==> config.mk <==
export PLATFORM = sky130hd
export DESIGN_NAME = vital_div_arbiter
export DESIGN_NICKNAME = d
export VERILOG_FILES = /design/src/rtl/vital_div_arbiter.sv
export SDC_FILE = /design/constraint.sdc
export NUM_CORES = 1
export LEC_CHECK = 0
export ABC_AREA = 1
export BUFFER_PORTS_ARGS = -buffer_cell sky130_fd_sc_hd__buf_2
export CAP_MARGIN = 20
export CORE_UTILIZATION = 57
export CTS_CLUSTER_SIZE = 8
export DETAILED_ROUTE_END_ITERATION = 8
export MAX_ROUTING_LAYER = met4
export PLACE_DENSITY = 0.89
export SLEW_MARGIN = 20
export SYNTH_ARGS = -nofsm -noshare
export SYNTH_HDL_FRONTEND = slang
export SYNTH_SLANG_ARGS = --single-unit
==> constraint.sdc <==
create_clock -name clk -period 2.5 [get_ports clk]
set_clock_uncertainty 0.15 [all_clocks]
set_input_delay 0.375 -clock clk [delete_from_list [all_inputs] [get_ports clk]]
set_output_delay 0.375 -clock clk [all_outputs]
set_load 0.05 [all_outputs]
==> src/rtl/vital_div_arbiter.sv <==
// Round-robin arbiter sharing one iterative restoring divider between the HR and SpO2
// requesters: one quotient bit per cycle, one-cycle acknowledge per requester.
module vital_div_arbiter #(
  parameter int WIDTH = 32
) (
  input  logic             clk,
  input  logic             rst_n,
  input  logic             hr_req,
  input  logic [WIDTH-1:0] hr_dividend,
  input  logic [WIDTH-1:0] hr_divisor,
  output logic             hr_ack,
  output logic [WIDTH-1:0] hr_quotient,
  output logic             hr_div_zero,
  input  logic             spo2_req,
  input  logic [WIDTH-1:0] spo2_dividend,
  input  logic [WIDTH-1:0] spo2_divisor,
  output logic             spo2_ack,
  output logic [WIDTH-1:0] spo2_quotient,
  output logic             spo2_div_zero,
  output logic             busy,
  output logic             owner
);

  localparam int CNT_W = $clog2(WIDTH + 1);

  typedef enum logic [1:0] {
    S_IDLE,
    S_DIVIDE,
    S_DONE
  } state_t;

  state_t           state;
  logic [WIDTH-1:0] dq_sh;      // dividend shifts out of the MSB as quotient bits enter the LSB
  logic [WIDTH-1:0] dvs;
  logic [WIDTH:0]   rem;
  logic [CNT_W-1:0] cnt;
  logic             last_grant;

  logic             grant_any;
  logic             grant_sel;
  logic [WIDTH-1:0] sel_dividend;
  logic [WIDTH-1:0] sel_divisor;
  logic [WIDTH+1:0] step;
  logic [WIDTH-1:0] final_quotient;

  // One restoring step: returns {quotient bit, next remainder}.
  function automatic logic [WIDTH+1:0] div_step(input logic [WIDTH:0]   r,
                                                input logic             b,
                                                input logic [WIDTH-1:0] d);
    logic [WIDTH+1:0] shifted;
    logic [WIDTH:0]   diff;
    logic             ok;
    shifted = {r, b};
    ok      = (shifted >= {2'b00, d});
    diff    = shifted[WIDTH:0] - {1'b0, d};
    div_step = ok ? {1'b1, diff} : {1'b0, shifted[WIDTH:0]};
  endfunction

  always_comb begin
    grant_any = hr_req | spo2_req;
    grant_sel = spo2_req;
    if (hr_req && spo2_req) grant_sel = ~last_grant;
    sel_dividend   = grant_sel ? spo2_dividend : hr_dividend;
    sel_divisor    = grant_sel ? spo2_divisor  : hr_divisor;
    step           = div_step(rem, dq_sh[WIDTH-1], dvs);
    final_quotient = {dq_sh[WIDTH-2:0], step[WIDTH+1]};
  end

  always_ff @(posedge clk or negedge rst_n) begin
    if (!rst_n) begin
      state         <= S_IDLE;
      dq_sh         <= '0;
      dvs           <= '0;
      rem           <= '0;
      cnt           <= '0;
      last_grant    <= 1'b1;
      hr_ack        <= 1'b0;
      hr_quotient   <= '0;
      hr_div_zero   <= 1'b0;
      spo2_ack      <= 1'b0;
      spo2_quotient <= '0;
      spo2_div_zero <= 1'b0;
      busy          <= 1'b0;
      owner         <= 1'b0;
    end else begin
      case (state)
        S_IDLE: begin
          if (grant_any) begin
            owner      <= grant_sel;
            last_grant <= grant_sel;
            busy       <= 1'b1;
            dq_sh      <= sel_dividend;
            dvs        <= sel_divisor;
            rem        <= '0;
            if (sel_divisor == '0) begin
              // Zero divisor skips the iteration and reports saturated quotient.
              cnt   <= '0;
              state <= S_DONE;
              if (grant_sel) begin
                spo2_quotient <= '1;
                spo2_div_zero <= 1'b1;
                spo2_ack      <= 1'b1;
              end else begin
                hr_quotient <= '1;
                hr_div_zero <= 1'b1;
                hr_ack      <= 1'b1;
              end
            end else begin
              cnt   <= CNT_W'(WIDTH);
              state <= S_DIVIDE;
            end
          end
        end

        S_DIVIDE: begin
          rem   <= step[WIDTH:0];
          dq_sh <= final_quotient;
          cnt   <= cnt - 1'b1;
          if (cnt == CNT_W'(1)) begin
            state <= S_DONE;
            if (owner) begin
              spo2_quotient <= final_quotient;
              spo2_div_zero <= 1'b0;
              spo2_ack      <= 1'b1;
            end else begin
              hr_quotient <= final_quotient;
              hr_div_zero <= 1'b0;
              hr_ack      <= 1'b1;
            end
          end
        end

        S_DONE: begin
          hr_ack   <= 1'b0;
          spo2_ack <= 1'b0;
          busy     <= 1'b0;
          state    <= S_IDLE;
        end

        default: state <= S_IDLE;
      endcase
    end
  end

endmodule

==> results of run 1 <==
## layer usage
metal  up-vias  share of wire, %
li1       5749                 -
met1      5632                41
met2       745                46
met3       132                10
met4         0               3.1
met5         -                 0
## cell usage in the layout (no fill, tap or decap), types with 3 or more instances in the layout
| master | instances |
|---|---|
| clkinv_8 | 4 |
| xor2_1 | 15 |
| nand2_1 | 654 |
| clkinvlp_4 | 3 |
| nand2_4 | 3 |
| buf_4 | 43 |
| o21ai_0 | 42 |
| nand3b_1 | 30 |
| nand2_2 | 30 |
| nand3_1 | 164 |
| and2_1 | 3 |
| nor2_1 | 92 |
| nor2_2 | 13 |
| clkbuf_16 | 23 |
| ha_2 | 3 |
| buf_2 | 200 |
| o21ai_2 | 3 |
| nor3_1 | 10 |
| ha_1 | 23 |
| ha_4 | 8 |
| inv_1 | 235 |
| buf_6 | 6 |
| buf_12 | 11 |
| nand4_1 | 71 |
| inv_6 | 5 |
| dfrtp_1 | 173 |
| o22ai_1 | 3 |
| inv_2 | 9 |
| a21oi_1 | 27 |
## final cells by class
type / instances / area, um^2
Clock buffer: 17 / 425.4
Antenna cell: 1 / 2.502
Tap cell: 265 / 331.6
Clock inverter: 15 / 162.7
Timing Repair Buffer: 270 / 1829
Sequential cell: 176 / 4408
Multi-Input combinational cell: 1209 / 5881
Fill cell: 1497 / 5499
Inverter: 246 / 923.4
## registers in the layout, indices dropped and copies added, names as in the netlist, 2 cells and up
name / cells
rem: 33
state: 2
dvs: 32
hr_quotient: 32
cnt: 6
dq_sh: 32
spo2_quotient: 32
## through the flow
step                TNS, ps  cells
finish                    0   2199
floorplan                 0   1706
global placement          0   2153
global route          -3345   2199
CTS                       0   2187
detailed placement        0   2153
## worst max path at each step
stage                     from         endpoint
floorplan            dq_sh[31]          rem[27]
global placement        hr_req  hr_quotient[14]
detailed placement      hr_req  hr_quotient[10]
CTS                 last_grant  hr_quotient[30]
global route        last_grant  hr_quotient[31]
finish              last_grant  hr_quotient[31]
## cells by family (layout without fill, tap and decap cells)
logic type	Yosys count	in the layout	synth area share [%]
and+or+nand+nor	1078	1078	40.61
buffers and inverters	321	548	11.57
DFF	176	176	38.99
AOI/OAI and AO/OA	80	80	3.643
adders and majority gates	35	35	3.942
xor gates and xnor gates	16	16	1.240
other	0	1	0
## critical path: cells and delay by family, from the launching register on
family	cells	cell delay, ps
buffers and inverters	2	390
and+or+nand+nor	13	1270
DFF	1	560
## power groups by stage
stage	logic (mW)	registers, mW	clock network, mW
CTS	5.89	3.78	2.68
floorplan	4.19	3.72	0
finish	6.34	3.83	2.69
global placement	5.67	3.81	0
global route	7.13	3.89	2.79
detailed placement	5.84	3.82	0
## repair_timing
| item | in CTS | in global routing |
|---|---|---|
| setup endpoints to repair | 1 | 102 |
| pin swaps | 0 | 11 |
| hold endpoints to repair | 55 | 0 |
| hold buffers | 1 | 0 |
| resized for setup | 2 | 84 |
| gates cloned | 1 | 8 |
| setup buffers | 0 | 3 |
==> reports/qor.yml, run 1 <==
clocking:
  cts_buffers: 17
  clk_pin_slew_ps: 80
  htree_levels: 4
  tritoncts: "yes"
  clk_latency_ps: 450
  cts_root_buf: "clkbuf_16"
  cts_buffer_depth: 2
  clock-sinks: 176
worst_setup_path:
  max_stage_delay_ps: 560
  worstReg2RegEnd: "hr_quotient[31]"
  criticalPathCategory: "flop to flop"
  crit_path_frequent_cell: "nand2_1"
  reg2reg_depth: 15
  crit_path_max_fanout: 7
  start_kind: "flop"
  crit_required_ps: 2680
  critPathCaptureType: "flop"
  r2r_slack_ps: 0.1
  cp_slowest_cell: "dfstp_2"
  path_cells: "nand2_4, nand2_8, clkbuf_16, nand2_1, nand2_1, nand2_1, nor2_1, nand2_1, nor2_2, nand2_2, nand2_4, nand3_4, clkbuf_16, nand2_1, nand2_1"
  r2r-start: "last_grant"
  critPathArrivalTime_ps: 2680
logic_synthesis:
  synth_edf_count: 0
  synth_commonest_cells: "nand2_1, inv_1, dfrtp_1"
  synth_top_area_share_pct: 38.76
  async_flop_share_pct: 100.0
  yosysMostFrequentCell: "nand2_1"
  ys_seq_elements: 176
  synth-seq-area-share_pct: 38.99
  syn_inst: 1706
  synth_area_per_cell_um2: 6.623
  synthesis.area_um2: 11300
  synthFlopType: "dfrtp_1"
  synth_top_cell_by_area: "dfrtp_1"
  netlist_top_cells_area: "dfrtp_1, nand2_1, inv_1"
  synth_warnings: 0
  synth.distinct_cells: 31
  syn_nets: 1873
global_route:
  grt_pass1_wl_mm: 56.44
  gr-usage-met1_pct: 49.40
  grt_pass1_vias: 11358
  antenna_found_initial: 1
  grt_max_degree: 66
  grtUsageMet3_pct: 6.439
  grt_use_met2_pct: 56.06
  top_usage_layer: "met2"
  overflow: 0
  grt_use_total_pct: 36.69
route:
  finalWirelength_mm: 36.74
  first_pass_iters: 6
  vias: 12258
  drt_iter0_markers: 1464
  viasPerCell: 5.574
  wl_per_cell_um: 16.71
  final_antenna_net_count: 0
  route.detailed.drc: 0
die:
  die_h_um: 142.8
  initial_core_util_pct: 58.05
  die_area_um2: 20390
  die_w_um: 142.8
  core_um2: 19460
  io_pins: 202
  rows: 51
power_and_ir_drop:
  power_frac_seq_pct: 29.8
  p_per_area_nw_per_um2: 920.5
  power_mw: 12.85
  internal_power_mw: 7.140
  netSwitchingFraction_pct: 44.46
  p_switching_mw: 5.714
  p_leak_nw: 7.947
  vdd_drop_max_v: 0.0006423
  combPwrFrac_pct: 49.3
  p_clk_share_pct: 20.9
status:
  outcome: "completed"
timing:
  period_share_pct: 100.0
  setup_violations: 0
  max_slew.worst_pin.slew_ps: 808.7
  fmax_mhz: 400.0
  timing.hold.ws_ps: 105.1
  relSlewSlack_pct: 46.08
  rsz0062_at_grt: "true"
  report.final.slew_viol_count: 0
  finalHoldViolations: 0
  setup_slack_ps: 0.1075
  period_needed_ps: 2500
final_layout:
  stdcell_area_um2: 13960
  utilization_pct: 71.75
  area_delta_synth_final_pct: 23.59
  drive_above_1_share_pct: 19.71
  fin_nets: 2087
place:
  dp_hpwl_mm: 25.00
  dp_slack_ps: 38.44
  placedInstanceArea_um2: 12810
  io_buffers: 201
  place_congestion: 1.011
worst_hold_path:
  hold_start: "spo2_dividend[27]"
  hold-path-endpoint: "dq_sh[27]"
  hold_path.class: "primary input to flop"
  whs_path_depth: 5
flow_run:
  maxCapViolations: 0
Power figures use the tool's default switching activity.
==> inputs of run 2 (changes only) <==
--- a/config.mk
+++ b/config.mk
@@ -8,11 +8,11 @@
 export ABC_AREA = 1
 export BUFFER_PORTS_ARGS = -buffer_cell sky130_fd_sc_hd__buf_2
 export CAP_MARGIN = 20
-export CORE_UTILIZATION = 57
+export CORE_UTILIZATION = 60
 export CTS_CLUSTER_SIZE = 8
 export DETAILED_ROUTE_END_ITERATION = 8
 export MAX_ROUTING_LAYER = met4
-export PLACE_DENSITY = 0.89
+export PLACE_DENSITY = 0.93
 export SLEW_MARGIN = 20
 export SYNTH_ARGS = -nofsm -noshare
 export SYNTH_HDL_FRONTEND = slang
==> constraint.sdc (replaced) <==
create_clock -name clk -period 3.1 [get_ports clk]
set_clock_uncertainty 0.15 [all_clocks]
set_input_delay 0.465 -clock clk [delete_from_list [all_inputs] [get_ports clk]]
set_output_delay 0.465 -clock clk [all_outputs]
set_load 0.05 [all_outputs]
==> reports/qor.yml, run 2 (synthesized netlist as in run 1, its figures left out) <==
worst_setup_path:
  critPathCaptureType: "flop"  # unchanged
  path_cells: "nand2_1, nand2_2, buf_12, nand2_1, nand2_1, nand2_1, nor2_1, nand2_1, nor2_1, nand2_1, nand2_2, buf_4, nand4_1, nand2_1"  # was nand2_4, nand2_8, clkbuf_16, nand2_1, nand2_1, nand2_1, nor2_1, nand2_1, nor2_2, nand2_2, nand2_4, nand3_4, clkbuf_16, nand2_1, nand2_1
  max_stage_delay_ps: 530  # was 560 ps
  start_kind: "flop"  # unchanged
  crit_path_max_fanout: 52  # was 7
  critPathArrivalTime_ps: 3050  # was 2680 ps
  crit_path_frequent_cell: "nand2_1"  # unchanged
  criticalPathCategory: "flop to flop"  # unchanged
  cp_slowest_cell: "dfstp_2"  # unchanged
  crit_required_ps: 3330  # was 2680 ps
clocking:
  tritoncts: "yes"  # unchanged
  cts_setup_buffers: 0  # unchanged
  holdBufCountCts: 1  # unchanged
  cts_root_buf: "clkbuf_16"  # unchanged
  clk_latency_ps: 440  # was 450 ps
  postCtsResizedCells: 0  # was 2
  htree_levels: 4  # unchanged
  clock-sinks: 176  # unchanged
  cts_buffers: 17  # unchanged
  cts_buffer_depth: 2  # unchanged
  clk_pin_slew_ps: 80  # about the same
power_and_ir_drop:
  p_leak_nw: 7.637  # was 7.947 nW
  p_per_area_nw_per_um2: 746.8  # was 920.5 nW/um^2
  power_mw: 9.785  # was 12.85 mW
  vdd_drop_max_v: 0.0004800  # was 0.0006423 V
status:
  outcome: "finished with violations"  # was completed
  failed_checks: "design-rule violations"
die:
  io_pins: 202  # unchanged
  core_um2: 18210  # was 19460 um^2
  die_area_um2: 19380  # was 20390 um^2
  die_h_um: 139.2  # was 142.8 um
  initial_core_util_pct: 62.05  # was 58.05%
  die_w_um: 139.2  # was 142.8 um
  rows: 49  # was 51
route:
  viasPerCell: 5.634  # was 5.574
  finalWirelength_mm: 33.27  # was 36.74 mm
  final_antenna_net_count: 0  # unchanged
  route.detailed.drc: 1  # was 0
  wl_per_cell_um: 15.68  # was 16.71 um
  first_pass_iters: 9  # was 6
  vias: 11949  # was 12258
  drt_iter0_markers: 1390  # was 1464
timing:
  rsz0062_at_grt: "false"  # was true
  setup_slack_ps: 285.1  # was 0.1075 ps
  finalHoldViolations: 0  # unchanged
  fmax_mhz: 355.3  # was 400.0 MHz
  report.final.slew_viol_count: 0  # unchanged
  period_share_pct: 90.80  # was 100.0%
  max_slew.worst_pin.slew_ps: 764.9  # was 808.7 ps
  relSlewSlack_pct: 49.01  # was 46.08%
  fin_tns_setup_ps: 0  # unchanged
  timing.hold.ws_ps: 199.2  # was 105.1 ps
  period_needed_ps: 2815  # was 2500 ps
  setup_violations: 0  # unchanged
global_route:
  grt_use_total_pct: 36.41  # was 36.69%
  grt_max_degree: 66  # unchanged
  grt_pass1_wl_mm: 54.57  # was 56.44 mm
  overflow: 0  # unchanged
  grt_pass1_vias: 11305  # was 11358
  antenna_found_initial: 1  # unchanged
worst_hold_path:
  hold_path.class: "primary input to flop"  # unchanged
final_layout:
  utilization_pct: 71.96  # was 71.75%
  regMostFlops: "rem"  # unchanged
  drive_above_1_share_pct: 14.33  # was 19.71%
  final_common_cell: "nand2_1"  # unchanged
  stdcell_count: 2121  # was 2199
  area_delta_synth_final_pct: 15.97  # was 23.59%
  fin_nets: 2045  # was 2087
  stdcell_area_um2: 13100  # was 13960 um^2
  layout_common_cells: "nand2_1, inv_1, buf_2"  # unchanged
  largest_reg_flops: 33  # unchanged
place:
  placedInstanceArea_um2: 12500  # was 12810 um^2
  place_congestion: 1.015  # was 1.011
  io_buffers: 201  # unchanged
  dp_slack_ps: 319.3  # was 38.44 ps
  dp_hpwl_mm: 24.12  # was 25.00 mm
  dp_cells: 2087  # was 2153
flow_run:
  maxCapViolations: 0  # unchanged
[run 2: changes by cell type in the layout (fill, tap and decap cells not counted), moves of 6 or more]
cell       delta
nand2_1      +32
nand2_2      -28
buf_4        -23
ha_1         +11
nor2_1       +10
nor2_2       -10
ha_4          -8
inv_1         +7
inv_2         -7
clkbuf_16     -6
[run 2: worst max-delay path: cells and delay by family (launching register included)]
kind,cells,cell delay (ps)
DFF,1,530
and+or+nand+nor,12,1380
buffers and inverters,2,660
[run 2: layout make-up]
| class | count | area [um^2] |
|---|---|---|
| Antenna cell | 1 | 2.502 |
| Clock buffer | 17 | 425.4 |
| Clock inverter | 15 | 166.4 |
| Fill cell | 1419 | 5106 |
| Inverter | 246 | 923.4 |
| Multi-Input combinational cell | 1209 | 5600 |
| Sequential cell | 176 | 4405 |
| Tap cell | 229 | 286.5 |
| Timing Repair Buffer | 228 | 1292 |
[run 2: metal layers]
metal  global-route usage [%]  part of all wire (%)
met1                    47.68                    42
met2                    55.73                    45
met3                    7.261                   9.5
met4                    14.09                   3.3
met5                        -                     0
[run 2: power by group]
part           internal, mW  switching, mW  total [mW]
clock                  1.08           1.07        2.15
sequential             2.74          0.320        3.06
combinational          1.61           2.97        4.57
total                  5.43           4.35        9.79
[run 2: worst paths after layout]
kind / from / to / slack, ps / cells after the start
worst max-delay path: last_grant / hr_quotient[1] / 290 / 14
worst min-delay path: spo2_dividend[27] / dq_sh[27] / 200 / 5
worst max register to register: last_grant / hr_quotient[1] / 290 / 14
worst min register to register: hr_quotient[8] / hr_quotient[8] / 320 / 2
max in group asynchronous: rst_n / last_grant / 1590 / 3
min in group asynchronous: rst_n / rem[7] / 440 / 2
==> inputs of run 3 (changes only) <==
==> constraint.sdc (replaced) <==
create_clock -name clk -period 3.1 [get_ports clk]
set_clock_uncertainty 0.15 [all_clocks]
set_input_delay 0.31 -clock clk [delete_from_list [all_inputs] [get_ports clk]]
set_output_delay 0.31 -clock clk [all_outputs]
set_load 0.05 [all_outputs]
==> reports/qor.yml, run 3 (synthesized netlist as in run 1, its figures left out) <==
timing:
  max_slew.worst_pin.slew_ps: 752.3  # was 764.9 ps
  period_needed_ps: 2797  # was 2815 ps
  fin_tns_setup_ps: 0  # unchanged
  setup_violations: 0  # unchanged
  fmax_mhz: 357.5  # was 355.3 MHz
  timing.hold.ws_ps: 51.22  # was 199.2 ps
  rsz0062_at_grt: "false"  # unchanged
  report.final.slew_viol_count: 0  # unchanged
  finalHoldViolations: 0  # unchanged
  relSlewSlack_pct: 49.85  # was 49.01%
  period_share_pct: 90.23  # was 90.80%
worst_setup_path:
  r2r_slack_ps: 300  # was 290 ps
  r2r-start: "last_grant"  # unchanged
  critPathCaptureType: "flop"  # unchanged
  crit_path_max_fanout: 29  # was 52
  start_kind: "flop"  # unchanged
  crit_required_ps: 3270  # was 3330 ps
  crit_path_start: "last_grant"  # unchanged
  criticalPathCategory: "flop to flop"  # unchanged
  critPathArrivalTime_ps: 2970  # was 3050 ps
route:
  drt_iter0_markers: 1128  # was 1390
  finalWirelength_mm: 34.20  # was 33.27 mm
  vias: 11886  # was 11949
  route.detailed.drc: 1  # unchanged
  wl_per_cell_um: 16.10  # was 15.68 um
  final_antenna_net_count: 0  # unchanged
  first_pass_iters: 9  # unchanged
  viasPerCell: 5.596  # was 5.634
clocking:
  cts_buffer_depth: 2  # unchanged
  htree_levels: 4  # unchanged
  cts_root_buf: "clkbuf_16"  # unchanged
  cts_setup_buffers: 0  # unchanged
  clock-sinks: 176  # unchanged
  tritoncts: "yes"  # unchanged
  cts_buffers: 17  # unchanged
  clk_latency_ps: 440  # about the same
  clk_pin_slew_ps: 80  # about the same
final_layout:
  final_common_cell: "nand2_1"  # unchanged
  area_delta_synth_final_pct: 16.09  # was 15.97%
  drive_above_1_share_pct: 14.52  # was 14.33%
  largest_reg_flops: 33  # unchanged
  final.fill_count: 1442  # was 1419
  layout_common_cells: "nand2_1, inv_1, buf_2"  # unchanged
  fin_nets: 2048  # was 2045
  regMostFlops: "rem"  # unchanged
place:
  dp_hpwl_mm: 24.76  # was 24.12 mm
  io_buffers: 201  # unchanged
  place_congestion: 0.9999  # was 1.015
die:
  die_area_um2: 19380  # unchanged
  initial_core_util_pct: 62.05  # unchanged
  io_pins: 202  # unchanged
  die_w_um: 139.2  # unchanged
  die_h_um: 139.2  # unchanged
  core_um2: 18210  # unchanged
  rows: 49  # unchanged
status:
  failed_checks: "design-rule violations"  # unchanged
  outcome: "finished with violations"  # unchanged
power_and_ir_drop:
  vdd_drop_max_v: 0.0005021  # was 0.0004800 V
  p_leak_nw: 7.646  # was 7.637 nW
  p_per_area_nw_per_um2: 760.8  # was 746.8 nW/um^2
worst_hold_path:
  hold_path.class: "primary input to flop"  # unchanged
  hold_start: "spo2_dividend[23]"  # was spo2_dividend[27]
global_route:
  grt_pass1_vias: 11364  # was 11305
  grt_use_total_pct: 37.78  # was 36.41%
  antenna_found_initial: 1  # unchanged
  grt_max_degree: 68  # was 66
  overflow: 0  # unchanged
  grt_pass1_wl_mm: 56.68  # was 54.57 mm
flow_run:
  maxCapViolations: 0  # unchanged
-- run 3: changes by cell type in the layout (fill, tap and decap cells not counted) --
cell,delta
clkinv_4,-2
inv_6,-1
inv_8,+2
buf_6,+1
inv_2,+1
buf_4,+4
inv_1,-1
buf_12,-2
inv_12,+1
-- run 3: path summary, 6_finish.rpt --
path	depth (start not counted)	end
max	15	hr_quotient[14]
min	5	dq_sh[23]
max reg2reg	15	hr_quotient[14]
min reg2reg	2	hr_quotient[5]
max in group asynchronous	3	dq_sh[28]
min in group asynchronous	2	dvs[8]
-- run 3: critical path, stage by stage (launching register included) --
cell,delay (ps)
dfstp_2,540
nand2_1,70
nand2_2,290
buf_4,290
nand2_1,70
nand2_1,80
nand2_1,60
nor2_1,90
nand2_1,70
nor2_1,100
nand2_1,120
nand2_2,140
nand3_2,120
buf_4,290
nand2_1,110
nand2_1,60
-- run 3: stage by stage --
stage / setup slack, ps / util (%) / total power, mW / instance area [um^2] / std cells
2_1_floorplan: 903.4 / - / 6.381 / 11300 / 1706
3_3_place_gp: 319.7 / 68.63 / 7.549 / 12500 / 2090
3_5_place_dp: 264.1 / 68.63 / 7.667 / 12500 / 2090
4_1_cts: 239.8 / 72.00 / 9.893 / 13110 / 2123
5_1_grt: 31.89 / 72.03 / 10.75 / 13120 / 2124
6_report: 302.9 / 72.03 / 9.979 / 13120 / 2124
-- run 3: report_power, final --
part,internal [mW],switching (mW)
Combinational,1.65,3.03
Clock,1.10,1.12
Sequential,2.74,0.345
Total,5.49,4.49
-- run 3: layout make-up --
class | count | area, um^2 | area share (%)
Antenna cell | 1 | 2.502 | 0.01908
Sequential cell | 176 | 4405 | 33.59
Clock inverter | 15 | 178.9 | 1.364
Timing Repair Buffer | 231 | 1294 | 9.864
Inverter | 246 | 923.4 | 7.040
Clock buffer | 17 | 425.4 | 3.243
Multi-Input combinational cell | 1209 | 5600 | 42.70
Tap cell | 229 | 286.5 | 2.184
-- run 3: per-layer routing --
metal  GRT usage, %  routed length (um)  vias up
met3          6.813                3249       79
met2          59.77               15740      657
li1               -                   -     5680
met5              -                   0        -
met4          10.82                 785        0
met1          49.78               14430     5470
-- run 3: repair_timing --
action / CTS / global route
hold buffers: 1 / 0
resized for setup: 0 / 2
endpoints found under the hold margin: 64 / 0
endpoints found under the setup margin: 0 / 12
